**config.mk**
```make
export PLATFORM = sky130hd
export DESIGN_NAME = uart_tx_capture
export DESIGN_NICKNAME = d
export VERILOG_FILES = /design/src/rtl/uart_tx_capture_pkg.sv /design/src/rtl/uart_tx_capture_sync_fifo.sv /design/src/rtl/uart_tx_capture.sv
export SDC_FILE = /design/constraint.sdc
export NUM_CORES = 1
export LEC_CHECK = 0
export CAP_MARGIN = 5
export CELL_PAD_IN_SITES_DETAIL_PLACEMENT = 1
export CELL_PAD_IN_SITES_GLOBAL_PLACEMENT = 1
export CORE_MARGIN = 4
export CORE_UTILIZATION = 25
export DETAILED_ROUTE_END_ITERATION = 16
export PLACE_DENSITY = 0.49
export SYNTH_ARGS = -nofsm -noshare
export SYNTH_HDL_FRONTEND = slang
export SYNTH_SLANG_ARGS = --single-unit
```
**constraint.sdc**
```tcl
create_clock -name clk -period 6.9 [get_ports clk]
set_input_delay 1.035 -clock clk [delete_from_list [all_inputs] [get_ports clk]]
set_output_delay 1.035 -clock clk [all_outputs]
set_load 0.05 [all_outputs]
```
**src/rtl/uart_tx_capture_pkg.sv**
```systemverilog
// Shared constants and FIFO entry layout for the transmit-byte capture block.
// An entry packs {chan, data, last} with last in the LSB.
package uart_tx_capture_pkg;

  localparam logic [7:0] EOL_DEFAULT = 8'h0A;

  localparam int ENT_LAST_OFS = 0;
  localparam int ENT_DATA_OFS = 1;

  function automatic int ch_width(input int channels);
    return (channels > 1) ? $clog2(channels) : 1;
  endfunction

  function automatic int ent_chan_ofs(input int data_w);
    return ENT_DATA_OFS + data_w;
  endfunction

  function automatic int ent_width(input int data_w, input int ch_w);
    return 1 + data_w + ch_w;
  endfunction

endpackage

```
**src/rtl/uart_tx_capture_sync_fifo.sv**
```systemverilog
// Single-clock FIFO with registered storage and an extra wrap bit on each pointer.
// A push is accepted while full when a pop happens in the same cycle.
module sync_fifo #(
  parameter int WIDTH = 8,
  parameter int DEPTH = 16,
  localparam int AW = $clog2(DEPTH)
) (
  input  logic             clk,
  input  logic             rst_n,
  input  logic             clear_i,
  input  logic             push_i,
  input  logic [WIDTH-1:0] push_data_i,
  input  logic             pop_i,
  output logic [WIDTH-1:0] head_o,
  output logic             empty_o,
  output logic             full_o,
  output logic [AW:0]      level_o
);

  logic [WIDTH-1:0] mem_q [DEPTH];
  logic [AW:0]      wr_ptr_q, rd_ptr_q;
  logic             do_push, do_pop;

  assign empty_o = (wr_ptr_q == rd_ptr_q);
  assign full_o  = (wr_ptr_q[AW-1:0] == rd_ptr_q[AW-1:0]) && (wr_ptr_q[AW] != rd_ptr_q[AW]);
  assign do_pop  = pop_i && !empty_o;
  assign do_push = push_i && (!full_o || do_pop);
  assign level_o = wr_ptr_q - rd_ptr_q;
  assign head_o  = mem_q[rd_ptr_q[AW-1:0]];

  always_ff @(posedge clk or negedge rst_n) begin
    if (!rst_n) begin
      wr_ptr_q <= '0;
      rd_ptr_q <= '0;
      for (int i = 0; i < DEPTH; i++) mem_q[i] <= '0;
    end else if (clear_i) begin
      wr_ptr_q <= '0;
      rd_ptr_q <= '0;
    end else begin
      if (do_push) begin
        mem_q[wr_ptr_q[AW-1:0]] <= push_data_i;
        wr_ptr_q <= wr_ptr_q + (AW+1)'(1);
      end
      if (do_pop) rd_ptr_q <= rd_ptr_q + (AW+1)'(1);
    end
  end

endmodule

```
**src/rtl/uart_tx_capture.sv**
```systemverilog
// Captures one byte per busy episode from each transmitter, parks it in a pending
// register, and merges pending bytes round-robin into a tagged FIFO stream.
module uart_tx_capture
  import uart_tx_capture_pkg::*;
#(
  parameter int         CHANNELS  = 2,
  parameter int         DATA_W    = 8,
  parameter int         DEPTH     = 16,
  parameter int         LINE_MODE = 0,
  parameter logic [7:0] EOL       = EOL_DEFAULT,
  parameter int         OVF_W     = 16,
  localparam int        CH_W      = ch_width(CHANNELS),
  localparam int        LVL_W     = $clog2(DEPTH) + 1
) (
  input  logic                       clk,
  input  logic                       reset,
  input  logic                       clear,
  input  logic [CHANNELS-1:0]        ch_busy,
  input  logic [CHANNELS*DATA_W-1:0] ch_data,
  output logic                       out_valid,
  input  logic                       out_ready,
  output logic [DATA_W-1:0]          out_data,
  output logic [CH_W-1:0]            out_chan,
  output logic                       out_last,
  output logic [OVF_W-1:0]           ovf_count,
  output logic [LVL_W-1:0]           fifo_level
);

  localparam int CHAN_OFS = ent_chan_ofs(DATA_W);
  localparam int ENT_W    = ent_width(DATA_W, CH_W);

  logic [CHANNELS-1:0] armed_q, armed_d;
  logic [CHANNELS-1:0] pend_v_q, pend_v_d;
  logic [DATA_W-1:0]   pend_data_q [CHANNELS];
  logic [DATA_W-1:0]   pend_data_d [CHANNELS];
  logic [CH_W-1:0]     rr_ptr_q, rr_ptr_d;
  logic [OVF_W-1:0]    ovf_q, ovf_d;

  logic [CHANNELS-1:0] grant;
  logic                grant_any;
  logic [CH_W-1:0]     grant_idx;
  logic [DATA_W-1:0]   sel_data;
  logic                sel_last;
  logic [ENT_W-1:0]    push_entry, head_entry;
  logic                fifo_full, fifo_empty, pop;

  assign out_valid = !fifo_empty;
  assign pop       = out_valid && out_ready;

  // Search starts at rr_ptr and wraps; granting is allowed only if the FIFO can take it.
  always_comb begin
    int idx;
    idx       = 0;
    grant     = '0;
    grant_any = 1'b0;
    grant_idx = '0;
    sel_data  = '0;
    if (!clear && (!fifo_full || pop)) begin
      for (int i = 0; i < CHANNELS; i++) begin
        idx = int'(rr_ptr_q) + i;
        if (idx >= CHANNELS) idx = idx - CHANNELS;
        if (!grant_any && pend_v_q[idx]) begin
          grant_any  = 1'b1;
          grant[idx] = 1'b1;
          grant_idx  = CH_W'(idx);
          sel_data   = pend_data_q[idx];
        end
      end
    end
  end

  assign sel_last = (LINE_MODE != 0) && (sel_data[7:0] == EOL);

  always_comb begin
    push_entry                         = '0;
    push_entry[ENT_LAST_OFS]           = sel_last;
    push_entry[ENT_DATA_OFS +: DATA_W] = sel_data;
    push_entry[CHAN_OFS +: CH_W]       = grant_idx;
  end

  always_comb begin
    armed_d     = armed_q;
    pend_v_d    = pend_v_q;
    pend_data_d = pend_data_q;
    rr_ptr_d    = rr_ptr_q;
    ovf_d       = ovf_q;
    if (clear) begin
      armed_d  = '0;
      pend_v_d = '0;
      rr_ptr_d = '0;
      ovf_d    = '0;
    end else begin
      if (grant_any)
        rr_ptr_d = (grant_idx == CH_W'(CHANNELS - 1)) ? '0 : grant_idx + CH_W'(1);
      for (int k = 0; k < CHANNELS; k++) begin
        if (grant[k]) pend_v_d[k] = 1'b0;
        if (!ch_busy[k]) begin
          armed_d[k] = 1'b1;
        end else if (armed_q[k]) begin
          armed_d[k] = 1'b0;
          // A register being drained this cycle can take the new byte without loss.
          if (pend_v_q[k] && !grant[k]) begin
            if (ovf_d != '1) ovf_d = ovf_d + OVF_W'(1);
          end else begin
            pend_v_d[k]    = 1'b1;
            pend_data_d[k] = ch_data[k*DATA_W +: DATA_W];
          end
        end
      end
    end
  end

  always_ff @(posedge clk or negedge reset) begin
    if (!reset) begin
      armed_q  <= '0;
      pend_v_q <= '0;
      rr_ptr_q <= '0;
      ovf_q    <= '0;
      for (int k = 0; k < CHANNELS; k++) pend_data_q[k] <= '0;
    end else begin
      armed_q     <= armed_d;
      pend_v_q    <= pend_v_d;
      rr_ptr_q    <= rr_ptr_d;
      ovf_q       <= ovf_d;
      pend_data_q <= pend_data_d;
    end
  end

  sync_fifo #(
    .WIDTH (ENT_W),
    .DEPTH (DEPTH)
  ) u_fifo (
    .clk         (clk),
    .rst_n       (reset),
    .clear_i     (clear),
    .push_i      (grant_any),
    .push_data_i (push_entry),
    .pop_i       (pop),
    .head_o      (head_entry),
    .empty_o     (fifo_empty),
    .full_o      (fifo_full),
    .level_o     (fifo_level)
  );

  assign out_data  = head_entry[ENT_DATA_OFS +: DATA_W];
  assign out_chan  = head_entry[CHAN_OFS +: CH_W];
  assign out_last  = (LINE_MODE != 0) && head_entry[ENT_LAST_OFS];
  assign ovf_count = ovf_q;

endmodule

```
==> results of run 1 <==
logic make-up after synthesis:
kind of cell / share of synthesized area, %
buffers and inverters: 3.50
xor gates and xnor gates: 1.67
and+or+nand+nor: 15.0
muxes: 14.6
other: 0.0397
AOI/OAI and AO/OA: 12.9
DFF: 50.6
adders and majority gates: 1.67
cell usage in the layout (no fill, tap or decap), drive strengths merged, types with 6 or more instances in the layout:
| cell type | count |
|---|---|
| a21oi | 10 |
| a22o | 9 |
| a31oi | 9 |
| and2 | 16 |
| and4 | 6 |
| buf | 9 |
| clkbuf | 18 |
| clkdlybuf4s50 | 51 |
| dfrtp | 191 |
| ha | 11 |
| inv | 21 |
| mux2 | 22 |
| mux2i | 11 |
| mux4 | 45 |
| nand2 | 196 |
| nand3 | 18 |
| nand4 | 18 |
| nor2 | 18 |
| o21ai | 144 |
| o31ai | 8 |
| xnor2 | 13 |
tightest hold or removal path, cell delays in order (launching register included):
cell	delay (ns)
dfrtp_1	0.34
nand2_1	0.04
o21ai_0	0.06
state kept, by name, indices dropped and copies added, names as in the netlist:
name,flops
pend_v_q,2
ovf_count,16
armed_q,2
pend_data_q,16
u_fifo.mem_q,144
u_fifo.wr_ptr_q,5
u_fifo.rd_ptr_q,5
rr_ptr_q,1
path summary, 6_finish.rpt:
check | startpoint | end | slack, ns | cells after the start
setup / recovery | u_fifo.rd_ptr_q[2] | ovf_count[3] | 2.26 | 10
hold / removal | u_fifo.mem_q[113] | u_fifo.mem_q[113] | 0.48 | 2
setup reg to reg | u_fifo.rd_ptr_q[2] | ovf_count[3] | 2.26 | 10
hold reg to reg | u_fifo.mem_q[113] | u_fifo.mem_q[113] | 0.48 | 2
max in group asynchronous | reset | u_fifo.mem_q[136] | 4.92 | 2
min in group asynchronous | reset | u_fifo.mem_q[41] | 0.63 | 1
cell usage after synthesis (3+ instances only):
cell type,n,area share (%)
nor2_1,18,0.72
o31ai_1,8,0.64
a21oi_1,10,0.53
xor2_1,5,0.46
or2_2,5,0.33
buf_1,4,0.16
clkbuf_1,48,1.9
and4_1,5,0.46
xnor2_1,13,1.2
o21ai_0,144,7.6
buf_2,6,0.32
a22o_1,9,0.83
nand3_1,17,0.90
nand2b_1,3,0.20
nand2_1,196,7.8
or4_1,3,0.24
mux4_2,45,11
ha_1,11,1.5
mux2_2,21,2.5
mux2i_1,11,1.2
nand4_1,17,1.1
nor2b_1,3,0.20
inv_1,11,0.44
and2_1,16,1.1
buf_6,4,0.48
and3_1,4,0.26
nor3_1,5,0.26
a211o_1,3,0.28
dfrtp_1,191,51
a21o_1,5,0.40
a31oi_1,9,0.60
routing by layer:
| metal | wire (um) | part of all wire (%) | global-route usage, % | vias up |
|---|---|---|---|---|
| met3 | 684 | 2.5 | 2.20 | 20 |
| met4 | 396 | 1.4 | 3.90 | 0 |
| li1 | - | - | - | 3217 |
| met2 | 12900 | 47 | 21.8 | 53 |
| met1 | 13400 | 49 | 19.4 | 3423 |
| met5 | 0 | 0 | 0 | - |
power by group:
group	leakage, nW	switching (mW)	internal [mW]
clock network	0.276	0.503	0.482
logic	1.43	0.178	0.112
registers	2.63	0.0299	1.15
metrics by stage:
stage	instance area [um^2]	utilization, %
after detailed placement	10400	28.1
after CTS	11000	29.6
final	11000	29.6
after global placement	10400	28.1
after global routing	11000	29.6
after floorplan	9440	-
area by class of cell:
class / count / area (um^2)
Clock buffer: 17 / 425
Clock inverter: 15 / 143
Fill cell: 4167 / 26000
Inverter: 12 / 45.0
Multi-Input combinational cell: 623 / 4330
Sequential cell: 191 / 4780
Tap cell: 504 / 631
Timing Repair Buffer: 61 / 592
==> results.md, run 1 <==
* Placed insts at 1391
* DR WL/cell at between 15 and 20 um
* Longest Clk Path Bufs at 2
* Final setup vio count at 0
* Max incr delay on CP at 0.93 ns
* Buf/Inv on CP at 2
* Non-Filler Instances at 1423
* CTS Buf Count at 17
* # DRC at 0
* Critical path cell sequence: inv_1, ha_1, nand4_2, o31a_1, nor4_1, mux2i_1, nor4bb_1, buf_4, a41o_1, mux2_2
* Setup CP Type: reg -> reg
* CTS clock-pin slew for the worst setup and hold paths at 0.08 ns
* Synthesized area at 0.00944 mm^2
* Worst EP required at 7.23 ns
* Final WS setup at 2.26 ns
* Worst slew margin at 27.3%
* TritonCTS clock tree: yes
* Hold-fix buffers, CTS at 0
* Pleak at 4.34 nW
* Post-Syn Instances at 890
* Total GRT Usage at 13.7%
* Hold WS at 0.482 ns
* Die width at 202 um
* Clock root buffer: clkbuf_16
* Initial antenna violation count at 0
* Hold crit path type: reg -> reg
* Number of global-route vias before repair at 7168
* Starting Density at 25.5%
* Worst vdd ir at 0.125 mV
* Total gr overflow at 0
* Count of state elements after synthesis at 191
* Share of cells above drive strength 1 at around 14%
* Post-Place Worst Slack at 2.12 ns
* Slowest CP cell: nor4bb_1
* 1st-iter DRT viols at 370
* Core Footprint at 0.0370 mm^2
* Post-synth EDFFs at 0
* Final hold violations at 0
* Die Y at 202 um
* Startpoint Class: flop
* Final min period at 4.64 ns
* Skew final at 0.0154 ns
* Antenna violation net count after detailed routing at 0
* GPL Wtd Cong at between 0.7 and 0.8
* PostCTS Resize Cnt at 0
* Status: finished clean
* Pwr per Cell Area at 224 mW/mm^2
* Unrepaired setup endpoints after global routing: false
* Seq/Total Area, Yosys at 50.6%
* Nets at 940
* Max-cap viol count at 0
* Ys async rst share at 100%
* Worst-Margin Slew at 1.08 ns
* Power, Total at between 2 and 2.5 mW
* Top Ports at 54
* HPWL after DPL at 18000 um
* Syn. warnings at 0
* Top FF cell, synth: dfrtp_1
* Syn Nets at 924
* Pre-antenna DRT Iters at 4
* IO Port Bufs at 52
* Mapped Avg Cell Area at between 10 and 15 um^2
* Largest net degree at the start of global routing at 75
* Drt via density at approximately 4.7
* Final max-slew violation count at 0
* Top delay family on crit path: simple AND/OR/NAND/NOR gates
* Die footprint at 0.0409 mm^2
* Setup Buffers After CTS at 0
* N_diodes at 0
* First-pass GRT wire length at 43500 um
* Post-Route WL at 27400 um
* Worst EP arrival at 4.97 ns
* Setup_tns at 0 ns
* Clk_lat worst skew at 0.45 ns
* Rows at 70
* H-Tree Depth at 4
* Fmax at 216 MHz
* Critical path peak fanout at 19
* Yosys cell types at 62
* Total number of vias at around 6.7k
* Area Overhead vs Synth at 16.0%
* Clock Sinks at 191
* Fin crit share at between 60% and 70%
* Worst Setup End Kind: flop
No activity file was read; power rests on OpenSTA's default activity.
==> run 2: changes to the inputs <==
==> constraint.sdc (replaced) <==
create_clock -name clk -period 4.66 [get_ports clk]
set_input_delay 0.699 -clock clk [delete_from_list [all_inputs] [get_ports clk]]
set_output_delay 0.699 -clock clk [all_outputs]
set_load 0.05 [all_outputs]
==> run 2 against run 1 <==
Effect of this change: final area up 0.57%; worst hold slack worse by 0.22 ns; combinational power up 50%; sequential power up 47%; wire length up 3.2%; worst setup slack worse by 1.9 ns; sequential share of layout area down 0.25 points; critical endpoint is now out_data[6].
==> results.md, run 2 (same netlist as run 1, synthesis figures left out) <==
* Nets at 947 (+0.74%)
* Starting Density at 25.5% (unchanged)
* Share of cells above drive strength 1 at 14.5% (+0.54 points)
* DR WL/cell at 19.8 um (+2.7%)
* Number of flip-flops under the largest register name at 144 (unchanged)
* Total gr overflow at 0 (unchanged)
* Worst vdd ir at 0.179 mV (+44%)
* Skew final at 0.0108 ns (-0.00460 ns)
* CTS clock-pin slew for the worst setup and hold paths at 0.08 ns (about the same)
* # DRC at 0 (unchanged)
* Clock root buffer: clkbuf_16
* Worst Setup End Kind: output port
* H-Tree Depth at 4 (unchanged)
* Clock Sinks at 191 (unchanged)
* Status: finished clean
* Total number of vias at 6783 (+1.0%)
* Fin crit share at 91.8%
* Worst EP arrival at 3.58 ns (-1.39 ns)
* Total GRT Usage at 14.4% (+0.67 points)
* Comb pwr share at 12.0% (+0.2 points)
* Longest Clk Path Bufs at 2 (unchanged)
* Fmax at 234 MHz
* Clk pwr share at 40.1% (about the same)
* Reg with most FFs: u_fifo.mem_q
* Worst-Margin Slew at 0.932 ns (-0.150 ns)
* GPL Wtd Cong at 0.739 (-4.5%)
* Core Footprint at 0.0370 mm^2 (unchanged)
* Setup CP Type: reg -> out
* PostCTS Resize Cnt at 0 (unchanged)
* Psw at 1.04 mW (+47%)
* IO Port Bufs at 52 (unchanged)
* Pleak at 4.38 nW (+0.94%)
* CTS Buf Count at 17 (unchanged)
* N_diodes at 0 (unchanged)
* Die width at 202 um (unchanged)
* Final max-slew violation count at 0 (unchanged)
* Worst slew margin at 37.7% (+10 points)
* Setup Buffers After CTS at 0 (unchanged)
* Unrepaired setup endpoints after global routing: false
* Met3 Resource Use GR at 2.33% (+0.13 points)
* Hold crit path type: in -> async
* Launch point of the worst reg-to-reg path: u_fifo.rd_ptr_q[0]
* Critical path peak fanout at 28 (+9)
* Switching portion of total power at 28.7% (-0.25 points)
* Final Util at 29.8% (+0.17 points)
* Pwr per Cell Area at 330 mW/mm^2 (+47%)
* Drt via density at 4.74 (+0.55%)
* Top Ports at 54 (unchanged)
* Max-cap viol count at 0 (unchanged)
* Area Overhead vs Synth at 16.6%
* Int Power at 2.59 mW (+49%)
* Initial antenna violation count at 0 (unchanged)
* Final setup vio count at 0 (unchanged)
* Startpoint Class: flop
* Number of global-route vias before repair at 7436 (+3.7%)
* Commonest non-fill, non-tap cell in the layout: nand2_1
* Clk_lat worst skew at 0.45 ns (about the same)
* Die footprint at 0.0409 mm^2 (unchanged)
* TritonCTS clock tree: yes
* Setup_tns at 0 ns (unchanged)
* Die Y at 202 um (unchanged)
* Reg power frac at 47.9% (about the same)
* Leading cell types in the layout, fill and taps excluded: nand2_1 (196), dfrtp_1 (189), o21ai_0 (144)
* Critical Path Start: u_fifo.rd_ptr_q[0]
* Final min period at 4.28 ns
* Global Route met1 Usage at 19.0% (-0.33 points)
* First-pass GRT wire length at 45400 um (+4.5%)
* Antenna violation net count after detailed routing at 0 (unchanged)
* Largest net degree at the start of global routing at 111 (+48%)
* Hold-fix buffers, CTS at 0 (unchanged)
* Final hold violations at 0 (unchanged)
* Pre-antenna DRT Iters at 4 (unchanged)
* Rows at 70 (unchanged)
* Post-Route WL at 28300 um (+3.2%)
* 1st-iter DRT viols at 350 (-5.4%)
* Worst EP required at 3.96 ns (-3.27 ns)
* Grt peak-use layer: met2
* GR Layer Usage met2 at 24.7% (+2.8 points)
* HPWL after DPL at 18200 um (+1.0%)
-- run 2: final timing paths --
kind	endpoint	slack, ns	depth (start not counted)
worst max-delay path	out_data[6]	0.38	4
worst min-delay path	u_fifo.mem_q[61]	0.26	1
worst max register to register	ovf_count[8]	0.86	13
worst min register to register	u_fifo.mem_q[51]	0.48	2
max in group asynchronous	pend_data_q[5]	3.35	2
min in group clk	u_fifo.mem_q[51]	0.48	2
-- run 2: layout make-up --
cell class	instances	area [um^2]
fillers	4178	25900
flip-flops and latches	191	4780
multi-input cells	623	4330
repair buffers	68	657
well taps	504	631
clock buffers	19	443
clock inverters	13	123
inverters	12	45.0
-- run 2: critical path, cell delays in order (launching register included) --
cell	delay [ns]
dfrtp_2	0.63
buf_4	0.61
mux4_2	0.60
mux4_2	0.53
clkdlybuf4s50_1	0.73
-- run 2: power by group through the flow --
stage,sequential [mW],clock [mW],combinational [mW]
detailed placement,1.78,0,0.451
global placement,1.77,0,0.450
CTS,1.74,1.52,0.453
floorplan,1.75,0,0.292
finish,1.74,1.46,0.436
global route,1.75,1.59,0.480
-- run 2: through the flow --
step                cells  total power, mW  instance area (um^2)  hold slack (ns)  worst slack [ns]
finish               1430             3.64                 11000            0.265             0.384
CTS                  1430             3.71                 11000            0.277             0.291
floorplan             890             2.05                  9440            0.403             0.653
global placement     1398             2.22                 10400            0.456             0.784
detailed placement   1398             2.23                 10400            0.467             0.787
global route         1430             3.82                 11000            0.302             0.216
-- run 2: routing by layer --
metal  vias up  part of all wire [%]
met1      3492                    47
met5         -                     0
met2        50                    50
li1       3224                     -
met4         0                   1.2
met3        17                   2.0
